### config.mk
export PLATFORM = sky130hd
export DESIGN_NAME = serial_to_parallel_rx
export DESIGN_NICKNAME = d
export VERILOG_FILES = /design/src/rtl/serial_to_parallel_rx.sv
export SDC_FILE = /design/constraint.sdc
export NUM_CORES = 1
export LEC_CHECK = 0
export ABC_AREA = 1
export CORE_MARGIN = 2
export CORE_UTILIZATION = 45
export CTS_BUF_LIST = sky130_fd_sc_hd__clkbuf_4 sky130_fd_sc_hd__clkbuf_8 sky130_fd_sc_hd__clkbuf_16
export DETAILED_ROUTE_END_ITERATION = 16
export PLACE_DENSITY = 0.65
export SLEW_MARGIN = 20
export SYNTH_ARGS = -nofsm -noshare
export SYNTH_HDL_FRONTEND = slang
export SYNTH_SLANG_ARGS = --single-unit
export TNS_END_PERCENT = 30
### constraint.sdc
create_clock -name clk -period 1.4 [get_ports clk]
set_clock_uncertainty 0.15 [all_clocks]
set_input_delay 0.14 -clock clk [delete_from_list [all_inputs] [get_ports clk]]
set_output_delay 0.14 -clock clk [all_outputs]
set_load 0.005 [all_outputs]
### src/rtl/serial_to_parallel_rx.sv
// Serial lane receiver: hunts for the idle comma to find byte alignment, locks after
// LOCK_COUNT aligned commas, then delivers recovered bytes with a valid flag.
module serial_to_parallel_rx #(
    parameter logic [7:0] COMMA      = 8'hBC,
    parameter int         LOCK_COUNT = 4
) (
    input  logic       clk,
    input  logic       reset,
    input  logic       data_in,
    output logic [7:0] data_out,
    output logic       valid_out,
    output logic       data_stb,
    output logic       active
);

    typedef enum logic [1:0] {
        SEARCH  = 2'd0,
        LOCKING = 2'd1,
        ACTIVE  = 2'd2
    } state_t;

    localparam logic [3:0] LOCK_TARGET = 4'(LOCK_COUNT);

    state_t     state_q, state_d;
    logic [7:0] sr_q, sr_d;
    logic [2:0] bit_cnt_q, bit_cnt_d;
    logic [3:0] bc_cnt_q, bc_cnt_d;
    logic [7:0] data_q, data_d;
    logic       valid_q, valid_d;
    logic       stb_q, stb_d;

    logic boundary;
    logic is_comma;

    assign boundary = (bit_cnt_q == 3'd0);
    assign is_comma = (sr_q == COMMA);

    always_ff @(posedge clk or negedge reset) begin
        if (!reset) begin
            state_q   <= SEARCH;
            sr_q      <= 8'h00;
            bit_cnt_q <= 3'd0;
            bc_cnt_q  <= 4'd0;
            data_q    <= 8'h00;
            valid_q   <= 1'b0;
            stb_q     <= 1'b0;
        end else begin
            state_q   <= state_d;
            sr_q      <= sr_d;
            bit_cnt_q <= bit_cnt_d;
            bc_cnt_q  <= bc_cnt_d;
            data_q    <= data_d;
            valid_q   <= valid_d;
            stb_q     <= stb_d;
        end
    end

    always_comb begin
        sr_d      = {sr_q[6:0], data_in};
        bit_cnt_d = bit_cnt_q + 3'd1;
        bc_cnt_d  = bc_cnt_q;
        state_d   = state_q;
        data_d    = data_q;
        valid_d   = valid_q;
        stb_d     = 1'b0;

        case (state_q)
            SEARCH: begin
                // bit_cnt=1 here puts the next boundary exactly one byte after this comma
                if (is_comma) begin
                    bc_cnt_d  = 4'd1;
                    bit_cnt_d = 3'd1;
                    state_d   = (LOCK_TARGET == 4'd1) ? ACTIVE : LOCKING;
                end
            end
            LOCKING: begin
                if (boundary) begin
                    if (is_comma) begin
                        bc_cnt_d = bc_cnt_q + 4'd1;
                        if ((bc_cnt_q + 4'd1) == LOCK_TARGET) begin
                            state_d = ACTIVE;
                        end
                    end else begin
                        bc_cnt_d = 4'd0;
                        state_d  = SEARCH;
                    end
                end
            end
            ACTIVE: begin
                if (boundary) begin
                    data_d  = sr_q;
                    valid_d = !is_comma;
                    stb_d   = 1'b1;
                end
            end
            default: state_d = SEARCH;
        endcase
    end

    assign data_out  = data_q;
    assign valid_out = valid_q;
    assign data_stb  = stb_q;
    assign active    = (state_q == ACTIVE);

endmodule

Yosys cells after proc, flatten, opt, wreduce, memory -nomap -nowiden:

Cells that the tools add are included.

* word-level logic and storage cells: 37
* output and inout port bits: 11
* register bits: 27

* multiplexer cells: 13
* eq/ne operators: 7
* add/sub/neg operators: 2
* bitwise operators: 1
* reduce and logical (&&, ||, !) cells: 7

Operators by type and width (count)
* two-way mux 4 bit: 3
* equality test 8 bit (second input constant): 1
* two-way mux 2 bit: 4
* one-hot mux 4 bit (2 select lines): 1
* two-way mux 3 bit: 2
* one-hot mux 2 bit (3 select lines): 1
* adder 4 x 1 -> 4 bit (second input constant): 1
* equality test 4 x 3 -> 1 bit (second input constant): 1
* != test 2 bit (second input constant): 2
* AND reduction 4 bit: 1
* adder 3 x 1 -> 3 bit (second input constant): 1
* zero test 3 bit: 1
* != test 3 bit (second input constant): 1
* AND reduction 3 bit: 1
* equality test 2 x 1 -> 1 bit (second input constant): 1
* equality test 2 bit (second input constant): 1
* zero test 2 bit: 1
* two-way mux 1 bit: 2
* AND reduction 2 bit: 1
* nonzero test 2 bit: 1
* zero test 1 bit: 1
* NOT 1 bit: 1

Longest topological paths before layout:

* depth in word-level cells: 6
* gate-level depth with buffers: 10
* depth with buffers taken out: 10

Worst setup path after synthesis:

Ideal clock, no wire load.

* path kind: reg-to-reg
* start point: register bit_cnt_q[0]
* end point: register data_q[1], in the netlist data_out[1]
* setup slack: 42 ps
* data arrival time: 1088 ps
* setup time: 121 ps
* stages on the path, launching flop included: 9
* cells stage by stage: dfrtp_1 > inv_1 > ha_1 > inv_1 > nor2_1 > nand2_2 > buf_2 > nand2_1 > o21ai_1

* cells in the longest elaborated chain, start to end: 2

RTL lines
* start: declaration: line 26 `logic [2:0] bit_cnt_q, bit_cnt_d;`
* start signal: assignment: line 50 `bit_cnt_q <= bit_cnt_d;`
* zero test 3 bit: line 35 `assign boundary = (bit_cnt_q == 3'd0);`
* AND reduction 2 bit (no source line)
* end signal: assignment: line 52 `data_q <= data_d;`
* end: declaration: line 28 `logic [7:0] data_q, data_d;`

Every way passes these cells.
A chain may end at the register's enable or synchronous reset.

Worst setup path in the final report:

* start point: register bit_cnt_q[1]
* end point: register data_q[2], in the netlist data_out[2]

The elaborated chain is that of the path after synthesis.

==> flow_metrics.py <==
metrics = {
    "global_route": {
        "grt.met2_usage_pct": 25.20,
        "grtUsageMet1_pct": 18.86,
        "grt.busiest_layer": "met2",
        "grtUsageTotal_pct": 15.41,
        "antenna_found_initial": 0,
        "grt_pass1_wl_microns": 3222,
        "grt_max_degree": 28,
        "first_global_vias": 778,
        "gr-usage-met3_pct": 3.005,
        "gr-total-overflow": 0,
    },
    "finish": {
        "syn_to_final_growth_pct": 35.47,
        "layout-drive-gt1-share_pct": 38.71,
        "nNetsFinal": 163,
        "insertedDiodeCount": 0,
    },
    "cts": {
        "path_clk_slew_ns": 0.14,
        "clkSinkCount": 27,
        "clkLatencyLatePin_ns": 0.32,
        "cts_buffer_depth": 2,
        "clock-root-buffer": "clkbuf_4",
        "cts_tree": "done",
        "htreeDepth": 1,
        "cts_made_buffers": 3,
    },
    "drt": {
        "drtAntennaViolNets": 0,
        "drt-pass1-iter-count": 4,
        "via_per_inst": 4.730,
        "drt_iter0_drc": 17,
        "post_drt_wl_per_cell_microns": 12.12,
        "vias": 875,
        "drt_wl_total_microns": 2243,
        "drc": 0,
    },
    "synthesis": {
        "syn_inst": 121,
        "synth_area_sq_um": 1154,
        "synth_top_area_cell": "dfrtp_1",
        "ys_types": 19,
        "yosysTopAreaCellShare_pct": 58.57,
        "synth_area_per_cell_sq_um": 9.534,
        "synth_seq_area_share_pct": 58.57,
        "synth_seq_cells": 27,
        "yosysWarnings": 0,
        "syn_nets": 128,
        "synth.area.top_cells": "dfrtp_1 59%, nand2_1 13%, ha_1 4.3%, inv_1 3.3%, nor2_4 2.9%",
    },
    "sta": {
        "tightest_slew_ns": 0.1877,
        "rsz0062_at_grt": "true",
        "setup_viol": 6,
        "final.setup.tns_ns": -0.07810,
        "period_minus_slack_ns": 1.424,
        "drv_slew": 0,
        "final.setup.worst_slack_ns": -0.02365,
        "holdWs_ns": 0.08501,
        "timing.final.hold_violations": 0,
        "fin_crit_sh_pct": 101.7,
        "fmax_mhz": 702.4,
        "relSlewSlack_pct": 87.35,
    },
    "floorplanning": {
        "die_h_microns": 54.63,
        "num_rows": 18,
        "start_util_pct": 46.99,
        "die_w_microns": 54.63,
        "core_area_sq_um": 2455,
        "ioPinCount": 14,
        "die-area_sq_um": 2984,
    },
    "power": {
        "p_seq_share_pct": 59.3,
        "power.total_mw": 1.509,
        "p_sw_share_pct": 28.60,
        "internal-power_mw": 1.077,
        "p_comb_share_pct": 18.5,
        "p_leak_nw": 0.8613,
        "power.switching_uw": 431.5,
        "clockPowerShare_pct": 22.2,
        "power_density_nw_per_um2": 965.4,
        "ir_drop_mv": 0.8448,
    },
    "run_status": {
        "violations": "setup timing",
        "status": "complete, but fails checks",
    },
    "critical_path": {
        "path_class": "reg2reg",
        "crit_buf_inv": 3,
        "path_cells": "inv_2 -> ha_4 -> inv_2 -> nor2_4 -> nand2_4 -> buf_6 -> nand2_2 -> nand2_2",
        "arrival_ns": 1.50,
        "max_stage_delay_ns": 0.42,
        "crit_path_top_delay_cell": "dfrtp_1",
        "path_delay_family": "flip-flops",
        "cp-end-kind": "flop",
        "critPathMaxFanout": 6,
        "startpoint_type": "flop",
        "worst_ep_required_time_ns": 1.48,
    },
    "worst_hold_path": {
        "hold_path.class": "in2reg",
    },
    "placed_design": {
        "port_buffers": 13,
        "pre_cts_slack_ns": -0.03106,
        "dp_hpwl_microns": 1344,
        "gp_congestion": 0.7478,
    },
    "job": {
        "cap_violations": 0,
    },
}
[worst reg2reg max path: cells and delay by family, from the launching register on]
kind                     cells  cell delay [ns]
flip-flops                   1             0.42
AND/OR/NAND/NOR              4             0.37
buffers and inverters        3             0.26
adder cells (fa/ha/maj)      1             0.13
[final timing paths]
path | cells after the start | startpoint | to | slack [ns]
min in group asynchronous | 3 | reset | data_out[7] | 0.54
max in group asynchronous | 3 | reset | sr_q[0] | 0.41
max reg2reg | 8 | bit_cnt_q[1] | data_out[2] | -0.02
min | 1 | data_in | sr_q[0] | 0.09
min reg2reg | 0 | sr_q[0] | sr_q[1] | 0.26
max | 8 | bit_cnt_q[1] | data_out[2] | -0.02
[power groups by stage]
stage	clock, mW	combinational, mW	sequential [mW]
6_report	0.335	0.279	0.894
5_1_grt	0.372	0.315	0.900
4_1_cts	0.346	0.228	0.885
3_5_place_dp	0	0.210	0.901
3_3_place_gp	0	0.206	0.898
2_1_floorplan	0	0.127	0.900
[kinds of logic (layout without fill, tap and decap cells)]
| kind of cell | Yosys count | count (layout) | share of synthesized area [%] |
|---|---|---|---|
| fa+ha+maj | 4 | 4 | 4.339 |
| flops | 27 | 27 | 58.57 |
| buf+inv | 17 | 51 | 5.640 |
| compound gates | 8 | 8 | 3.579 |
| xor+xnor | 1 | 1 | 0.7594 |
| simple gates | 64 | 64 | 27.12 |
[layout by cell type (no fill, tap or decap), types with 2 or more instances in the layout]
cell type,n
buf_4,14
nand3_1,5
o21ai_1,5
inv_2,9
nor2_4,4
clkbuf_4,3
nand2_4,4
dlygate4sd2_1,10
nor2_1,2
nand2_2,13
inv_1,6
nand2_1,29
ha_1,3
dfrtp_1,27
clkdlybuf4s50_1,2
nor2_2,3
buf_6,2
[through the flow]
| stage | util (%) | instance area, sq um | std cells |
|---|---|---|---|
| CTS | 59.07 | 1450 | 180 |
| detailed placement | 55.96 | 1374 | 169 |
| finish | 63.66 | 1563 | 185 |
| global route | 63.66 | 1563 | 185 |
| global placement | 55.96 | 1374 | 169 |
| floorplan | - | 1154 | 121 |
[sequential cells by signal, summed over array words and instances, names as in the netlist]
| name | count |
|---|---|
| state_q | 2 |
| valid_out | 1 |
| data_stb | 1 |
| data_out | 8 |
| bit_cnt_q | 3 |
| bc_cnt_q | 4 |
| sr_q | 8 |
[Yosys cell counts, drive strengths merged]
library cell / count
a31oi: 1
buf: 1
dfrtp: 27
ha: 4
inv: 16
nand2: 46
nand3: 7
nand4: 1
nor2: 9
nor3: 1
o21ai: 7
xor2: 1
[per-layer routing]
layer / vias up / routed length [microns]
met1: 411 / 1008
met4: 0 / 45
met2: 19 / 1098
met5: - / 0
li1: 440 / -
met3: 5 / 90
[cell type report]
cell class              instances  area, sq um
fillers                       192        892.1
flip-flops and latches         27        675.6
multi-input cells              77        486.7
repair buffers                 31        270.3
inverters                      16        65.06
well taps                      30        37.54
clock buffers                   3        22.52
clock inverters                 1        5.005
[timing repair]
| item | in CTS | in global routing |
|---|---|---|
| hold buffers | 1 | 0 |
| resized for setup | 16 | 30 |
| pin swaps | 0 | 13 |
| setup endpoints to repair | 24 | 16 |
| setup buffers | 6 | 4 |
| endpoints found under the hold margin | 6 | 0 |
| gates cloned | 0 | 1 |
(Power assumes the default switching activity.)
